**config.mk**
```make
export PLATFORM = sky130hd
export DESIGN_NAME = rs232_host
export DESIGN_NICKNAME = d
export VERILOG_FILES = /design/src/rtl/spart_pkg.sv /design/src/rtl/rs232_host_rx.sv /design/src/rtl/rs232_host.sv
export SDC_FILE = /design/constraint.sdc
export NUM_CORES = 1
export LEC_CHECK = 0
export ABC_CLOCK_PERIOD_IN_PS = 6700
export CORE_MARGIN = 2
export CORE_UTILIZATION = 40
export DETAILED_ROUTE_END_ITERATION = 10
export SETUP_SLACK_MARGIN = 0.05
export SYNTH_ARGS = -nofsm -noshare
export SYNTH_HDL_FRONTEND = slang
export SYNTH_SLANG_ARGS = --single-unit
```
**constraint.sdc**
```tcl
create_clock -name clk -period 6.7 [get_ports clk]
set_clock_uncertainty 0.1 [all_clocks]
set_input_delay 1.34 -clock clk [delete_from_list [all_inputs] [get_ports clk]]
set_output_delay 1.34 -clock clk [all_outputs]
set_load 0.01 [all_outputs]
```
**src/rtl/spart_pkg.sv**
```systemverilog
// rtl/spart_pkg.sv - shared constants, state enum and divisor mux for the serial link
package spart_pkg;

  localparam int DIV_0_DEF = 20833;
  localparam int DIV_1_DEF = 10417;
  localparam int DIV_2_DEF = 5208;
  localparam int DIV_3_DEF = 2604;

  localparam int   DATA_BITS  = 8;
  localparam logic STOP_LEVEL = 1'b1;

  typedef enum logic [1:0] {
    IDLE  = 2'd0,
    START = 2'd1,
    DATA  = 2'd2,
    STOP  = 2'd3
  } state_t;

  // Picks the clk-cycles-per-bit value for the requested baud selection
  function automatic logic [14:0] div_sel(input logic [1:0] br,
                                          input int d0, input int d1,
                                          input int d2, input int d3);
    logic [14:0] v;
    case (br)
      2'b00:   v = 15'(d0);
      2'b01:   v = 15'(d1);
      2'b10:   v = 15'(d2);
      default: v = 15'(d3);
    endcase
    return v;
  endfunction

endpackage

```
**src/rtl/rs232_host_rx.sv**
```systemverilog
// rtl/rs232_host_rx.sv - 8N1 receiver with input synchronizer and mid-bit sampling
module rs232_host_rx
  import spart_pkg::*;
(
  input  logic        clk,
  input  logic        rst,
  input  logic        ser_in,
  input  logic [14:0] div,
  output logic [7:0]  rx_data,
  output logic        rx_valid,
  output logic        rx_frame_err
);

  // [0] and [1] form the synchronizer, [2] is the previous synced value for edge detect
  logic [2:0]  r_sync;
  state_t      r_state;
  logic [14:0] r_div;
  logic [14:0] r_cnt;
  logic [2:0]  r_bit;
  logic [7:0]  r_shift;
  logic [7:0]  r_rx_data;
  logic        r_rx_valid;
  logic        r_rx_err;

  assign rx_data      = r_rx_data;
  assign rx_valid     = r_rx_valid;
  assign rx_frame_err = r_rx_err;

  // Bring the asynchronous line into the clk domain; idle level is high
  always_ff @(posedge clk or posedge rst) begin
    if (rst) r_sync <= 3'b111;
    else     r_sync <= {r_sync[1:0], ser_in};
  end

  // Receive FSM: half-bit wait to the start-bit centre, then one sample per bit period
  always_ff @(posedge clk or posedge rst) begin
    if (rst) begin
      r_state    <= IDLE;
      r_div      <= '0;
      r_cnt      <= '0;
      r_bit      <= '0;
      r_shift    <= '0;
      r_rx_data  <= '0;
      r_rx_valid <= 1'b0;
      r_rx_err   <= 1'b0;
    end else begin
      r_rx_valid <= 1'b0;
      r_rx_err   <= 1'b0;
      case (r_state)
        IDLE: begin
          if (r_sync[2] && !r_sync[1]) begin
            r_div   <= div;
            r_cnt   <= div >> 1;
            r_state <= START;
          end
        end
        START: begin
          if (r_cnt == '0) begin
            if (r_sync[1]) begin
              r_state <= IDLE;
            end else begin
              r_cnt   <= r_div - 15'd1;
              r_bit   <= '0;
              r_state <= DATA;
            end
          end else begin
            r_cnt <= r_cnt - 15'd1;
          end
        end
        DATA: begin
          if (r_cnt == '0) begin
            r_shift <= {r_sync[1], r_shift[7:1]};
            r_cnt   <= r_div - 15'd1;
            if (r_bit == 3'(DATA_BITS - 1)) r_state <= STOP;
            else                            r_bit   <= r_bit + 3'd1;
          end else begin
            r_cnt <= r_cnt - 15'd1;
          end
        end
        STOP: begin
          if (r_cnt == '0) begin
            if (r_sync[1] == STOP_LEVEL) begin
              r_rx_data  <= r_shift;
              r_rx_valid <= 1'b1;
            end else begin
              r_rx_err   <= 1'b1;
            end
            r_state <= IDLE;
          end else begin
            r_cnt <= r_cnt - 15'd1;
          end
        end
        default: r_state <= IDLE;
      endcase
    end
  end

endmodule

```
**src/rtl/rs232_host.sv**
```systemverilog
// rtl/rs232_host.sv - far-end RS232 endpoint: inline 8N1 transmitter plus receiver instance
module rs232_host
  import spart_pkg::*;
#(
  parameter int DIV_0 = DIV_0_DEF,
  parameter int DIV_1 = DIV_1_DEF,
  parameter int DIV_2 = DIV_2_DEF,
  parameter int DIV_3 = DIV_3_DEF
) (
  input  logic       clk,
  input  logic       rst,
  input  logic [1:0] br_cfg,
  input  logic       ser_in,
  output logic       ser_out,
  input  logic [7:0] tx_data,
  input  logic       tx_valid,
  output logic       tx_ready,
  output logic [7:0] rx_data,
  output logic       rx_valid,
  output logic       rx_frame_err
);

  logic [14:0] w_div;
  state_t      r_state;
  logic [14:0] r_div;
  logic [14:0] r_cnt;
  logic [2:0]  r_bit;
  logic [7:0]  r_shift;
  logic        r_ser_out;
  logic        r_tx_ready;

  assign w_div    = div_sel(br_cfg, DIV_0, DIV_1, DIV_2, DIV_3);
  assign ser_out  = r_ser_out;
  assign tx_ready = r_tx_ready;

  // Transmit FSM: each phase holds the line for exactly one latched divisor period
  always_ff @(posedge clk or posedge rst) begin
    if (rst) begin
      r_state    <= IDLE;
      r_div      <= '0;
      r_cnt      <= '0;
      r_bit      <= '0;
      r_shift    <= '0;
      r_ser_out  <= 1'b1;
      r_tx_ready <= 1'b0;
    end else begin
      case (r_state)
        IDLE: begin
          if (r_tx_ready && tx_valid) begin
            r_shift    <= tx_data;
            r_div      <= w_div;
            r_cnt      <= '0;
            r_ser_out  <= 1'b0;
            r_tx_ready <= 1'b0;
            r_state    <= START;
          end else begin
            r_ser_out  <= 1'b1;
            r_tx_ready <= 1'b1;
          end
        end
        START: begin
          if (r_cnt == r_div - 15'd1) begin
            r_cnt     <= '0;
            r_bit     <= '0;
            r_ser_out <= r_shift[0];
            r_state   <= DATA;
          end else begin
            r_cnt <= r_cnt + 15'd1;
          end
        end
        DATA: begin
          if (r_cnt == r_div - 15'd1) begin
            r_cnt <= '0;
            if (r_bit == 3'(DATA_BITS - 1)) begin
              r_ser_out <= STOP_LEVEL;
              r_state   <= STOP;
            end else begin
              r_shift   <= {1'b0, r_shift[7:1]};
              r_ser_out <= r_shift[1];
              r_bit     <= r_bit + 3'd1;
            end
          end else begin
            r_cnt <= r_cnt + 15'd1;
          end
        end
        STOP: begin
          if (r_cnt == r_div - 15'd1) begin
            r_cnt      <= '0;
            r_tx_ready <= 1'b1;
            r_state    <= IDLE;
          end else begin
            r_cnt <= r_cnt + 15'd1;
          end
        end
        default: r_state <= IDLE;
      endcase
    end
  end

  rs232_host_rx u_rx (
    .clk          (clk),
    .rst          (rst),
    .ser_in       (ser_in),
    .div          (w_div),
    .rx_data      (rx_data),
    .rx_valid     (rx_valid),
    .rx_frame_err (rx_frame_err)
  );

endmodule

```
### Word level (Yosys, flattened, before mapping)

Cells that the tools add are included.

| storage, ports and cells | value |
|---|---|
| register bits after elaboration | 101 |
| output and inout port bits | 12 |
| word-level logic and storage cells | 122 |

| cells by class | value |
|---|---|
| add/sub/neg operators | 6 |
| equal/unequal tests | 26 |
| muxes and demuxes | 49 |
| reduce and logical (&&, ||, !) cells | 25 |

Operators by type and width:

| kind | number |
|---|---|
| $mux 15 | 7 |
| $pmux 15 s4 | 1 |
| $pmux 15 s3 | 1 |
| $sub 15x1->15 const B | 3 |
| $pmux 15 s2 | 1 |
| $mux 8 | 3 |
| $mux 2 | 11 |
| $mux 3 | 7 |
| $ne 2x2->1 const B | 9 |
| $pmux 2 s4 | 2 |
| $pmux 8 s2 | 1 |
| $add 15x1->15 const B | 1 |
| $eq 15x15->1 | 1 |
| $logic_not 15->1 | 1 |
| $reduce_and 5->1 | 3 |
| $pmux 3 s2 | 2 |
| $mux 1 | 11 |
| $eq 2x2->1 const B | 5 |
| $ne 2x1->1 const B | 5 |
| $reduce_and 3->1 | 3 |
| $reduce_and 2->1 | 4 |
| $reduce_and 4->1 | 2 |
| $reduce_bool 2->1 | 4 |
| $add 3x1->3 const B | 2 |
| 10 further kinds | 16 |

### Depth between registers and ports, before layout

Gate-level depths: netlist (run 1).

| depth | value |
|---|---|
| depth in word-level cells | 4 |
| mapped depth | 11 |
| mapped depth without buffers | 9 |

### By module

Synthesis (run 1) repeated with hierarchy kept, for this count alone.

| second synthesis, totals | value |
|---|---|
| cells, all modules | 539 |
| area total of the unflattened synthesis | 5,694.2 um^2 |

By module, submodules not included:

| module | instances | cells an instance | area each (um^2) | sequential area each (um^2) |
|---|---|---|---|---|
| rs232_host_rx | 1 | 289 | 3,161.8 | 1,405.1 |
| rs232_host | 1 | 250 | 2,532.4 | 1,002.2 |

### Least setup slack after synthesis (run 1)

No wires, ideal clock.

| path | value |
|---|---|
| path kind | input to register |
| start point | input port tx_valid |
| end point | register r_shift[0] |
| arrival | 2.412 ns |
| slack | 4.065 ns |
| stages on the path | 7 |
| path buffers | 2 |
| path through | nand2_1 > and2_0 > buf_1 > nor3b_1 > nand3_2 > buf_6 > o221a_1 |

| on the way | value |
|---|---|
| cells in the longest elaborated chain, start to end | 3 |

RTL lines:

| item | RTL line | RTL |
|---|---|---|
| from (decl) | rs232_host.sv:16 | `input logic tx_valid,` |
| $logic_and 1x1->1 | rs232_host.sv:49 | `if (r_tx_ready && tx_valid) begin` |
| $ne 2x2->1 (no source line) | - |  |
| $reduce_and 4->1 (no source line) | - |  |
| to (signal assigned) | rs232_host.sv:50 | `r_shift <= tx_data;` |
| to (signal assigned) | rs232_host.sv:78 | `r_shift <= {1'b0, r_shift[7:1]};` |
| to (decl) | rs232_host.sv:28 | `logic [7:0] r_shift;` |

No other way between the ends.
A chain may end at the register's enable or synchronous reset.

### Worst setup path in the final report (run 1)

| path | value |
|---|---|
| start point | register u_rx.r_cnt[0] |
| end point | register u_rx.r_cnt[8] |

| on the way | value |
|---|---|
| cells in the longest elaborated chain, start to end | 3 |
| elaborated cells on any way between the ends | 9 |
| those cells by class | 1 x add/sub; 2 x eq/ne; 4 x mux; 2 x reduce/logical |

RTL lines:

| item | RTL line | RTL |
|---|---|---|
| from (decl) | rs232_host_rx.sv:18 | `logic [14:0] r_cnt;` |
| from (signal assigned) | rs232_host_rx.sv:53 | `r_cnt <= div >> 1;` |
| from (signal assigned) | rs232_host_rx.sv:62 | `r_cnt <= r_div - 15'd1;` |
| from (signal assigned) | rs232_host_rx.sv:67 | `r_cnt <= r_cnt - 15'd1;` |
| $sub 15x1->15 / $logic_not 15->1 (equally long branches) | - |  |
| $mux 15 (tied with other cells) | rs232_host_rx.sv:81 | `if (r_cnt == '0) begin` |
| $pmux 15 s4 / $reduce_and 3->1 (equally long branches) | - |  |

Parallel ways exist; a longest one is shown, timed or not. The select of a mux whose other input is x is not followed.

==> results of run 1 <==
[layout make-up]
cell class                      count  area, um^2
Fill cell                        1203        6788
Clock inverter                      5       86.33
Multi-Input combinational cell    379        2704
Inverter                           25       95.09
Timing Repair Buffer               26       257.7
Sequential cell                    91        2282
Tap cell                          172       215.2
Clock buffer                       11       242.7
[per-layer routing]
layer,up-vias,wire [um]
met2,95,5446
met4,0,114
met5,-,0
li1,1915,-
met1,1942,5259
met3,9,446
[flip-flops by register name, summed over array words and instances, names as in the netlist, named ones only]
register / flops
u_rx.rx_valid: 1
u_rx.rx_data: 8
r_div: 10
r_state: 2
u_rx.r_state: 1
tx_ready: 1
u_rx.r_div: 10
r_shift: 8
r_cnt: 15
u_rx.r_sync: 3
u_rx.rx_frame_err: 1
u_rx.r_bit: 3
ser_out: 1
u_rx.r_cnt: 15
r_bit: 3
u_rx.r_shift: 8
[power by group through the flow]
stage	combinational, mW	sequential [mW]	clock [mW]
4_1_cts	1.23	0.976	0.570
3_3_place_gp	1.21	0.978	0
5_1_grt	1.37	1.01	0.592
2_1_floorplan	1.04	0.902	0
6_report	1.23	0.978	0.557
3_5_place_dp	1.22	0.983	0
[worst max path at each step]
stage | start | endpoint | slack (ns) | depth (start not counted)
6_report | u_rx.r_cnt[0] | u_rx.r_cnt[8] | 3.52 | 8
5_1_grt | u_rx.r_cnt[1] | u_rx.r_cnt[8] | 3.16 | 8
4_1_cts | u_rx.r_cnt[0] | u_rx.r_cnt[8] | 3.57 | 8
3_5_place_dp | tx_valid | r_shift[0] | 3.29 | 5
3_3_place_gp | tx_valid | r_shift[2] | 3.36 | 5
2_1_floorplan | rst | asynchronous set/reset pin | 2.90 | 1
[synth_stat cells (7+ instances only)]
cell type,count,area [um^2]
nand3_1,20,100.1
mux2_2,29,326.6
xor2_1,15,131.4
nor3_1,16,80.08
nand3b_1,9,67.56
o21ai_0,38,190.2
a31oi_1,12,75.07
a22o_1,8,70.07
inv_1,24,90.09
a21oi_1,21,105.1
xnor2_1,15,131.4
clkbuf_1,9,33.78
o221a_1,7,78.83
nor2_1,25,93.84
ha_1,21,262.8
nand2b_1,8,50.05
dfrtp_1,87,2177
nand2_1,46,172.7
[logic make-up (layout without fill, tap and decap cells)]
logic type,count (synthesis),after routing,synth area share
mux,34,34,0.07237
fa+ha+maj,22,22,0.05242
xor+xnor,30,30,0.05049
simple gates,166,166,0.1770
compound gates,127,127,0.1674
buf+inv,47,67,0.04184
flops,91,91,0.4386
[stage by stage]
stage	worst slack, ns	utilization	std cells	hold slack, ns	power [mW]
floorplan	2.903	-	517	0.2452	1.944
global placement	3.357	0.4383	693	0.2457	2.183
detailed placement	3.294	0.4383	693	0.2472	2.204
CTS	3.567	0.4643	709	0.2571	2.775
global route	3.155	0.4643	709	0.2646	2.974
finish	3.516	0.4643	709	0.2560	2.766
[critical path, delay by kind of cell (launching register included)]
kind | cells | cell delay [ns]
AOI/OAI and AO/OA | 3 | 1.23
adders and majority gates | 1 | 0.20
buffers and inverters | 2 | 0.18
DFF | 1 | 0.40
and+or+nand+nor | 2 | 0.96
==> flow_summary.json, run 1 <==
{
  "outcome": "complete, no violations",
  "synth_area_per_cell_um2": 10.07,
  "fin_crit_sh": 0.4753,
  "fin_nets": 567,
  "reg2reg_slack_ns": 3.52,
  "final_cell_mix": "dfrtp_1, nand2_1, o21ai_0",
  "vias": 3961,
  "synth_edf_count": 0,
  "synth-seq-cells": 91,
  "cap_violations": 0,
  "switching_share": 0.4131,
  "drtPass1Iterations": 5,
  "cp-end-kind": "register",
  "rsz0062_at_grt": "no",
  "synth_cell_types": 74,
  "crit_chain": "inv_1 > ha_1 > nor3b_2 > nand4_1 > a21oi_2 > o22ai_1 > a222oi_1 > inv_1",
  "cts_sinks": 91,
  "die_h_um": 118.1,
  "reg2reg_depth": 8,
  "grt_usage": 0.1701,
  "gp_congestion": 0.8768,
  "final-setup-viol-count": 0,
  "dpl_cell_area_mm2": 0.005554,
  "clkPwrFrac": 0.201,
  "critPathMaxFanout": 14,
  "cts_resized": 0,
  "synthCells": 517,
  "finalSetupTns_ns": 0,
  "areaGrowthSynthToFinish_pct": 13.06,
  "antenna_found_initial": 0,
  "synth_seq_area_share": 0.4386,
  "cts_setup_buffers": 0,
  "min_to": "u_rx.r_sync[1]",
  "finalHoldViolations": 0,
  "cp_common_cell": "inv_1",
  "netlist_area_mm2": 0.005204,
  "io_buffers": 25,
  "switchingPower_mw": 1.143,
  "internal_power_mw": 1.624,
  "fin_area_mm2": 0.005883,
  "max_freq_mhz": 314.0,
  "n_antenna_cell": 0,
  "critPathRequiredTime_ns": 6.82,
  "top_usage_layer": "met2",
  "grt_pass1_wl_mm": 19.37,
  "place_hpwl_mm": 8.079,
  "grt_max_degree": 65,
  "ios": 26,
  "leakagePower_nw": 2.583,
  "path_class": "register to register",
  "yosys_warnings": 0,
  "wl_mm": 11.27,
  "pwr-share-comb": 0.445,
  "clkLatencyLatePin_ns": 0.34,
  "die_area_mm2": 0.01394,
  "synth_ff_type": "dfrtp_1",
  "drive_gt1_frac": 0.1248,
  "grtUsageMet3": 0.03246,
  "drc_errors": 0,
  "maxSlewViolCount": 0,
  "hp-class": "register to register",
  "core_area_mm2": 0.01267,
  "holdCritStartpoint": "u_rx.r_sync[0]",
  "critPathLaunchType": "register",
  "via_per_inst": 5.587,
  "cts.htree.levels": 3,
  "start_util": 0.4107,
  "fin_crit_ns": 3.184,
  "rr_startpoint": "u_rx.r_cnt[0]",
  "grt_pass1_vias": 3849,
  "die_w_um": 118.1,
  "tightest_slew_ns": 0.8144,
  "syn_nets": 552,
  "r2r_end": "u_rx.r_cnt[8]",
  "cp.arrival_ns": 3.31,
  "met1_usage": 0.2303,
  "cpMaxStageDelayCell": "a21oi_2",
  "async_reset_ff_frac": 1.000,
  "ant_nets": 0,
  "overflow": 0,
  "holdBufCountCts": 0,
  "wl_per_cell_um": 15.89,
  "rows": 41,
  "cts.path.max_buffers": 2,
  "peakVddDrop_mv": 0.2099,
  "powerDensity_mw_per_mm2": 470.2,
  "layout_commonest_cell": "dfrtp_1",
  "pwr-share-seq": 0.354,
  "cts_tree": "done",
  "root_buffer": "clkbuf_16",
  "met2_usage": 0.2793,
  "slowest_delay_ns": 0.69,
  "min_path_cells": 0,
  "timing.max_slew.rel_slack": 0.4571,
  "clk_pin_slew_ns": 0.07,
  "cts_buffers": 9,
  "drt_iter0_drc": 308
}
(Power assumes the default switching activity.)
==> run 2: changes to the inputs <==
ABC_CLOCK_PERIOD_IN_PS = 2970   (was 6700)
clock period = 2.97 ns   (was 6.7 ns; I/O delays follow)
==> run 2 against run 1 <==
  * Combinational power rose by 140%
  * Wire length is 2.8% higher
  * Maximum frequency rose by 22%
  * Largest power group unchanged
  * Global-route usage is 0.69 points higher
  * Sequential share of layout area decreased by 0.78 points
  * Final area grew 2.1%
  * Utilization is 0.96 points higher
  * Sequential cell count unchanged
  * Sequential power up 120%
  * First-iteration DRC count increased by 9.1%
  * Count of clock-buffer cells in the layout is 1 lower
  * Die area unchanged
==> flow_summary.json, run 2 (synthesis results as in run 1) <==
{
  "ios": 26,
  "grt_pass1_vias": 4067,
  "die_area_mm2": 0.01394,
  "cts_tree": "done",
  "areaGrowthSynthToFinish_pct": 15.39,
  "grt_max_degree": 58,
  "critPathRequiredTime_ns": 3.11,
  "ant_nets": 0,
  "dpl_worst_slack_ns": 0.3855,
  "finalSetupTns_ns": 0,
  "antenna_found_initial": 0,
  "rows": 41,
  "place_hpwl_mm": 8.325,
  "cts.path.max_buffers": 2,
  "powerDensity_mw_per_mm2": 1080,
  "die_w_um": 118.1,
  "fin_crit_sh": 0.8762,
  "io_buffers": 25,
  "fin_cells": 722,
  "finalHoldViolations": 0,
  "peakVddDrop_mv": 0.7032,
  "start_util": 0.4107,
  "max_freq_mhz": 384.3,
  "cp-end-kind": "register",
  "grt_usage": 0.1770,
  "die_h_um": 118.1,
  "cp.arrival_ns": 2.74,
  "root_buffer": "clkbuf_16",
  "drtPass1Iterations": 6,
  "slowest_delay_ns": 0.44,
  "fin_nets": 580,
  "fin_crit_ns": 2.602,
  "n_antenna_cell": 0,
  "path_class": "register to register",
  "leakagePower_nw": 2.650,
  "via_per_inst": 5.583,
  "drt_iter0_drc": 336,
  "outcome": "complete, no violations",
  "rsz0062_at_grt": "no",
  "reg_top3": "r_cnt x15, u_rx.r_cnt x15",
  "grt_pass1_wl_mm": 19.95,
  "vias": 4031,
  "final_cell_mix": "dfrtp_1, nand2_1, o21ai_0",
  "cts_resized": 0,
  "cts_setup_buffers": 0,
  "timing.max_slew.rel_slack": 0.5075,
  "cts_buffers": 9,
  "maxSlewViolCount": 0,
  "tightest_slew_ns": 0.7388,
  "core_area_mm2": 0.01267,
  "layout_commonest_cell": "dfrtp_1",
  "critPathMaxFanout": 6,
  "critPathLaunchType": "register",
  "p_total_mw": 6.483,
  "worst_slack_ns": 0.3677,
  "cts.htree.levels": 3,
  "hold_ws_ns": 0.2563,
  "wl_mm": 11.59,
  "drive_gt1_frac": 0.1473,
  "clk_pin_slew_ns": 0.06,
  "drc_errors": 0,
  "cts_sinks": 91,
  "cap_violations": 0,
  "clkLatencyLatePin_ns": 0.35,
  "placed_cells": 706,
  "holdBufCountCts": 0,
  "hp-class": "register to register",
  "fill_cells": 1216,
  "crit_chain": "inv_1 > ha_1 > xor2_1 > o21ai_0 > nor4_1 > and4bb_4 > nand3_1 > a21oi_1 > mux2_2",
  "wl_per_cell_um": 16.05,
  "final-setup-viol-count": 0,
  "gp_congestion": 0.9201,
  "cpMaxStageDelayCell": "nor4_1",
  "overflow": 0
}
## run 2: changes by cell type in the layout (fill, tap and decap cells not counted), sizes merged
cell / before / now
buf: 1 / 14
clkinv: 5 / 2
clkinvlp: 0 / 2
bufinv: 2 / 3
clkbuf: 11 / 10
inv: 23 / 24
## run 2: path summary, 6_finish.rpt
path | startpoint | end | slack [ns] | cells past startpoint
setup / recovery | r_div[0] | r_state[1] | 0.37 | 9
hold / removal | u_rx.r_sync[0] | u_rx.r_sync[1] | 0.26 | 0
setup reg to reg | r_div[0] | r_state[1] | 0.37 | 9
hold reg to reg | u_rx.r_sync[0] | u_rx.r_sync[1] | 0.26 | 0
max in group asynchronous | rst | u_rx.r_cnt[9] | 1.53 | 3
min in group asynchronous | rst | u_rx.rx_data[5] | 0.62 | 3
## run 2: final cells by class
cell class / instances / area [um^2] / area share
clock buffers: 10 / 239.0 / 0.03980
well taps: 172 / 215.2 / 0.03584
repair buffers: 39 / 355.3 / 0.05918
inverters: 25 / 97.59 / 0.01625
clock inverters: 6 / 111.4 / 0.01855
multi-input cells: 379 / 2704 / 0.4503
flip-flops and latches: 91 / 2282 / 0.3801
## run 2: worst max-delay path: cells and delay by family, from the launching register on
| family | cells | cell delay, ns |
|---|---|---|
| flip-flops | 1 | 0.35 |
| AO/OA/AOI/OAI | 2 | 0.31 |
| XOR/XNOR | 1 | 0.12 |
| adder cells (fa/ha/maj) | 1 | 0.31 |
| buffers and inverters | 1 | 0.06 |
| AND/OR/NAND/NOR | 3 | 0.89 |
| multiplexers | 1 | 0.35 |
## run 2: routing by layer
metal	track usage	vias to the layer above	part of all wire
li1	-	1934	-
met2	0.2908	105	0.49
met5	0	-	0
met4	0.06325	0	0.018
met3	0.03634	17	0.043
met1	0.2308	1975	0.45
## run 2: power by group
group / internal (mW) / total, mW / switching, mW / leakage, nW
registers: 1.66 / 2.18 / 0.516 / 1.17
clock network: 0.846 / 1.33 / 0.486 / 0.169
logic: 1.33 / 2.98 / 1.64 / 1.31
total: 3.84 / 6.48 / 2.64 / 2.65
## run 2: metrics by stage
step / area, um^2 / util
4_1_cts: 6005 / 0.4739
6_report: 6005 / 0.4739
2_1_floorplan: 5207 / -
3_5_place_dp: 5654 / 0.4462
5_1_grt: 6005 / 0.4739
3_3_place_gp: 5654 / 0.4462
